[src/rtl/wr_port_rr_arbiter.sv]
// wr_port_rr_arbiter: burst-based round-robin arbiter for the shared register-file write port
module wr_port_rr_arbiter #(
  parameter int MAX_HOLD = 4
) (
  input  logic       clk,
  input  logic       reset_n,
  input  logic [3:0] req,
  input  logic [3:0] last,
  output logic [1:0] gnt_idx,
  output logic       gnt_valid,
  output logic [3:0] gnt,
  output logic       xfer,
  output logic       busy
);
  localparam int CW = $clog2(MAX_HOLD + 1);
  typedef enum logic {IDLE, GRANT} state_t;
  state_t state;
  logic [1:0] ptr, start, pick;
  logic [3:0] cand;
  logic [CW-1:0] cnt;
  logic found, done;
  generate
    if (MAX_HOLD < 1) begin : g_bad_hold
      $error("wr_port_rr_arbiter: MAX_HOLD must be >= 1");
    end
  endgenerate
  // while granted, the next pick starts after g and skips it, so a release always rotates
  always_comb begin
    start = (state == GRANT) ? gnt_idx + 2'd1 : ptr;
    cand  = (state == GRANT) ? req & ~gnt : req;
    found = 1'b0;
    pick  = start;
    for (int k = 3; k >= 0; k--)
      if (cand[start + 2'(k)]) begin
        found = 1'b1;
        pick  = start + 2'(k);
      end
  end
  assign done      = !req[gnt_idx] | last[gnt_idx] | (cnt == CW'(MAX_HOLD - 1));
  assign gnt       = gnt_valid ? 4'd1 << gnt_idx : 4'd0;
  assign xfer      = gnt_valid & req[gnt_idx];
  assign busy      = state == GRANT;
  always_ff @(posedge clk or negedge reset_n)
    if (!reset_n) begin
      state     <= IDLE;
      gnt_idx   <= 2'd0;
      gnt_valid <= 1'b0;
      ptr       <= 2'd0;
      cnt       <= '0;
    end else if (state == IDLE) begin
      if (found) begin
        state     <= GRANT;
        gnt_idx   <= pick;
        gnt_valid <= 1'b1;
        cnt       <= '0;
      end
    end else if (done) begin
      ptr <= gnt_idx + 2'd1;
      cnt <= '0;
      if (found) gnt_idx <= pick;
      else begin
        state     <= IDLE;
        gnt_valid <= 1'b0;
      end
    end else
      cnt <= cnt + 1'b1;
endmodule

[config.mk]
export PLATFORM = sky130hd
export DESIGN_NAME = wr_port_rr_arbiter
export DESIGN_NICKNAME = d
export VERILOG_FILES = /design/src/rtl/wr_port_rr_arbiter.sv
export SDC_FILE = /design/constraint.sdc
export NUM_CORES = 1
export LEC_CHECK = 0
export CORE_ASPECT_RATIO = 1.25
export CORE_MARGIN = 2
export CORE_UTILIZATION = 26
export CTS_BUF_LIST = sky130_fd_sc_hd__clkbuf_4 sky130_fd_sc_hd__clkbuf_8
export DETAILED_ROUTE_END_ITERATION = 6
export DONT_BUFFER_PORTS = 1
export GPL_ROUTABILITY_DRIVEN = 1
export PLACE_DENSITY = 0.44
export SLEW_MARGIN = 5
export SYNTH_ARGS = -nofsm -noshare
export SYNTH_HDL_FRONTEND = slang
export SYNTH_SLANG_ARGS = --single-unit
[constraint.sdc]
create_clock -name clk -period 1.9 [get_ports clk]
set_clock_uncertainty 0.2 [all_clocks]
set_input_delay 0.57 -clock clk [delete_from_list [all_inputs] [get_ports clk]]
set_output_delay 0.57 -clock clk [all_outputs]
set_load 0.01 [all_outputs]
==> After elaboration in Yosys (flattened, before gate mapping) <==
Index checks and enable logic that the tools add are counted.
{ "totals": {"reg_bits": 9, "elab_cells": 64, "input_bits": 10, "out_inout_bits": 9} }
{ "classes": {"mux": 36, "n_eq_ne": 3, "shifts": 1, "add_sub_neg": 5, "n_reduce_logical": 4, "order_cmp": 5, "bitwise": 5} }
{ "op_table": {"columns": ["operator", "count"], "rows": [
  ["2-to-1 mux 1 bit", 17],
  ["2-to-1 mux 2 bit", 8],
  ["< comparator 2 x 3 -> 1 bit (second input constant)", 5],
  ["binary-select mux 1 bit (select 2 bit)", 6],
  ["2-to-1 mux 3 bit", 3],
  ["2-to-1 mux 4 bit", 2],
  ["adder 2 x 1 -> 2 bit (second input constant)", 2],
  ["adder 2 bit (second input constant)", 2],
  ["AND 4 bit", 1],
  ["NOT 4 bit", 1],
  ["left shift 1 x 2 -> 4 bit (first input constant)", 1],
  ["adder 3 x 1 -> 3 bit (second input constant)", 1],
  ["equality test 3 x 2 -> 1 bit (second input constant)", 1],
  ["AND reduction 3 bit", 1],
  ["inequality test 2 x 1 -> 1 bit (second input constant)", 1],
  ["inequality test 2 bit (second input constant)", 1],
  ["OR 1 bit", 2],
  ["AND reduction 2 bit", 1],
  ["nonzero test 2 bit", 1],
  ["AND 1 bit", 1],
  ["zero test 1 bit", 1]
]} }

==> Depth between registers and ports, before layout <==
{ "logic_depth": {"depth_word": 14, "mapped_depth": 9, "mapped_depth_nobuf": 9} }

==> Worst setup path after synthesis <==
No wires, ideal clock.
{ "synth_path": {"kind": "flip-flop to flip-flop", "from": "register gnt_idx[0]", "to": "register cnt[0]", "arrival_ns": 1.798, "stages_incl_launch_ff": 9, "n_path_buf": 0, "required_time_ns": 1.624, "period_less_slack_ns": 2.074, "slack_ns": -0.174, "setup_ns": 0.076, "cell_sequence": "dfrtp_1 -> inv_1 -> ha_1 -> nand3_1 -> nand2_1 -> and4_1 -> ha_1 -> or2_2 -> o21ai_1"} }
{ "synth_via": {"elab_chain_cells": 12, "word_cells_on_any_way": 32, "cone_classes": "add/sub (4); shift (1); mux (21); bitwise (4); reduce/logical (2)"} }
{ "synth_rtl": {"columns": ["element", "line_no", "rtl"], "rows": [
  ["start: declaration", "9", "output logic [1:0] gnt_idx,"],
  ["start signal: assignment", "53", "gnt_idx <= pick;"],
  ["start signal: assignment", "60", "if (found) gnt_idx <= pick;"],
  ["branches (longest 12 deep; another with adder 2 x 1 -> 2 bit)", null, null],
  ["end signal: assignment", "66", "cnt <= cnt + 1'b1;"],
  ["end: declaration", "20", "logic [CW-1:0] cnt;"]
]} }
Several ways; the timed one is not identified. The select of a mux whose other input is x is not followed.
A chain may end at the register's enable or synchronous reset.

==> Worst setup path after layout <==
{ "layout_path": {"from": "register gnt_idx[1]", "to": "output xfer"} }
{ "layout_via": {"elab_chain_cells": 3} }
{ "layout_rtl": {"columns": ["element", "line_no", "rtl"], "rows": [
  ["binary-select mux 1 bit (select 2 bit)", "41", "assign xfer = gnt_valid & req[gnt_idx];"],
  ["2-to-1 mux 1 bit (not written as such)", "41", null],
  ["AND 1 bit", "41", null],
  ["end: declaration", "12", "output logic xfer,"]
]} }
No other way between the ends. The select of a mux whose other input is x is not followed.

==> results.json <==
{
  "status": "finished, violations left",
  "violations": "negative setup slack",
  "reg2reg_from": "gnt_idx[1]$_DFFE_PN0P_",
  "start_kind": "flip-flop",
  "cts_htree_levels": 1,
  "grt.total_usage_pct": 12.9,
  "ys_warn_count": 0,
  "ys_seq_area_share_pct": 29.4,
  "rows": 22,
  "relSlewSlack_pct": 72.1,
  "vias_per_cell": 5.01,
  "crit_end": "xfer",
  "rsz0062_at_grt": "yes",
  "final_antenna_net_count": 0,
  "cts_num_sinks": 9,
  "cts_root_buf": "clkbuf_4",
  "wl_per_cell_microns": 14.3,
  "gp_congestion": 0.811,
  "max_freq_ghz": 0.483,
  "hold_violations": 0,
  "rr_worst_depth": 5,
  "core_area_sq_mm": 0.00286,
  "dpl.cell_count": 132,
  "synth_fp_nets": 97,
  "grt_max_degree": 11,
  "grt_pass1_vias": 773,
  "tightest_slew_ns": 0.417,
  "dp_hpwl_microns": 1580,
  "p_leak_uw": 0.000513,
  "ys_seq_elements": 9,
  "drv_slew": 0,
  "grt_first_pass_wirelength_microns": 3330,
  "ys_types": 33,
  "cts_tree": "done",
  "area_growth_pct": 53.6,
  "synth_cells": 80,
  "clk_latency_ns": 0.25,
  "grt_overflow": 0,
  "powerDensity_mw_per_mm2": 1470,
  "antenna_found_initial": 0,
  "drtIter0Drc": 10,
  "r2r_slack_ns": -0.12,
  "drive_above_1_share_pct": 62.4,
  "crit_type": "flip-flop to output pin",
  "start_util_pct": 26.7,
  "finalNonFillerCells": 145,
  "synth_area_sq_um": 766,
  "cp.required_ns": 1.13,
  "yosys-top-cells-area": "dfrtp_1 29%, ha_1 11%, and2_1 4.9%, o2111ai_1 4.6%, nand2_1 4.4%",
  "setup_viol": 11,
  "min_path_type": "flip-flop to flip-flop",
  "dieArea_sq_mm": 0.00340,
  "path_clk_slew_ns": 0.06,
  "vias": 726,
  "boundaryPins": 19,
  "syn_area_per_cell_sq_um": 9.57,
  "cp-end-kind": "output pin",
  "nNetsFinal": 127,
  "post-route-period-util_pct": 109,
  "rr_endpoint": "ptr[1]$_DFFE_PN0P_",
  "numPortBuffers": 0,
  "irDropWorstVdd_uv": 435,
  "cap_violations": 0,
  "cts_buffer_depth": 2,
  "cp_max_fo": 4,
  "drtPass1Iterations": 4,
  "diodes": 0,
  "fp.dieW_microns": 52.5,
  "utilization_pct": 41.1,
  "startpoint": "gnt_idx[1]$_DFFE_PN0P_",
  "numCtsBuffers": 3,
  "die_h_microns": 64.7,
  "drc": 0,
  "yosysTopAreaCell": "dfrtp_1",
  "hold_slack_ns": 0.290,
  "pre_cts_ws_ns": -0.145,
  "cp.arrival_ns": 1.30,
  "finalWirelength_microns": 2080,
  "worst_slack_ns": -0.169,
  "yosys.area.top_type_share_pct": 29.4,
  "fin_crit_ns": 2.07
}
-- cell type report --
cell class,count,area [sq um]
tap,36,45.0
inverter,6,27.5
sequential,9,230
clock buffer,4,30.0
timing repair buffer,27,213
fill,295,1690
multi-input combinational,63,631
-- critical path, stage by stage, from the launching register on --
cell and delay, ns:
dfrtp_2 0.40, mux4_2 0.50, and2_4 0.16
-- where the power goes --
group,total [uW],internal (uW),leakage (uW),switching (uW)
Clock,156,94.9,0.0000184,61.4
Sequential,374,273,0.000107,101
Combinational,1200,679,0.000388,517
Total,1730,1050,0.000513,679
-- cells in the mapped netlist (all sizes together) --
| master | n |
|---|---|
| nand2 | 10 |
| dfrtp | 9 |
| ha | 7 |
| o21ai | 7 |
| and2 | 6 |
| inv | 6 |
| nand3 | 5 |
| nand2b | 4 |
| o2111ai | 4 |
| mux2i | 3 |
| nor2 | 3 |
| buf | 2 |
| mux2 | 2 |
| mux4 | 2 |
| a21oi | 1 |
| a221o | 1 |
| a222oi | 1 |
| and3 | 1 |
| and4 | 1 |
| nand3b | 1 |
| o21a | 1 |
| o311a | 1 |
| o31ai | 1 |
| or2 | 1 |
-- routing by layer --
layer  part of all wire [%]  GRT usage [%]  wire, microns  vias to the layer above
met2                     54           22.8           1120                       19
met5                      0              0              0                        -
met3                    4.8           2.76             99                        2
li1                       -              -              -                      352
met1                     40           14.7            835                      353
met4                    1.2           5.13             25                        0
-- cells in the final DEF, fill, tap and decap left out, types with 3 or more instances in the layout --
master and instances:
dfrtp_2 4, and2_4 4, inv_1 3, nand2b_1 3, nand2_2 5, clkbuf_4 4, nand3_2 3, ha_1 3
o2111ai_1 3, nand2_1 5, dfrtp_1 5, o21ai_1 5, buf_4 24, ha_4 4
-- metrics by stage --
| stage | instance area [sq um] | power, uW | setup TNS (ns) |
|---|---|---|---|
| floorplan | 779 | 857 | -0.131 |
| global placement | 943 | 1180 | -0.612 |
| detailed placement | 943 | 1180 | -0.547 |
| CTS | 1140 | 1690 | -1.02 |
| global route | 1180 | 1840 | -1.67 |
| finish | 1180 | 1730 | -0.899 |
-- sequential cells by signal, indices dropped and copies added, names as in the netlist --
register / count
gnt_valid: 1
gnt_idx: 2
ptr: 2
busy: 1
cnt: 3
-- cells by family after synthesis --
logic type | Yosys count | synth area share, %
buffers and inverters | 8 | 5.06
DFF | 9 | 29.4
and+or+nand+nor | 32 | 23.5
AOI/OAI and AO/OA | 17 | 17.3
adders and majority gates | 7 | 11.4
muxes | 7 | 13.2
-- worst min-delay path by stage --
stage	startpoint	cells after the start	slack (ns)	to
2_1_floorplan	reset_n	0	0.07	busy$_DFF_PN0_
3_3_place_gp	reset_n	0	0.07	cnt[1]$_DFFE_PN0P_
3_5_place_dp	reset_n	0	0.07	cnt[1]$_DFFE_PN0P_
4_1_cts	cnt[2]$_DFFE_PN0P_	2	0.30	cnt[2]$_DFFE_PN0P_
5_1_grt	cnt[2]$_DFFE_PN0P_	2	0.32	cnt[2]$_DFFE_PN0P_
6_report	cnt[2]$_DFFE_PN0P_	2	0.29	cnt[2]$_DFFE_PN0P_
-- timing repair --
action,CTS,global route
endpoints found under the setup margin,10,13
hold endpoints to repair,9,0
resized for setup,26,8
setup buffers,7,1
hold buffers,1,0
pin swaps,7,3
Note: power is estimated with default switching activity, not from simulation.
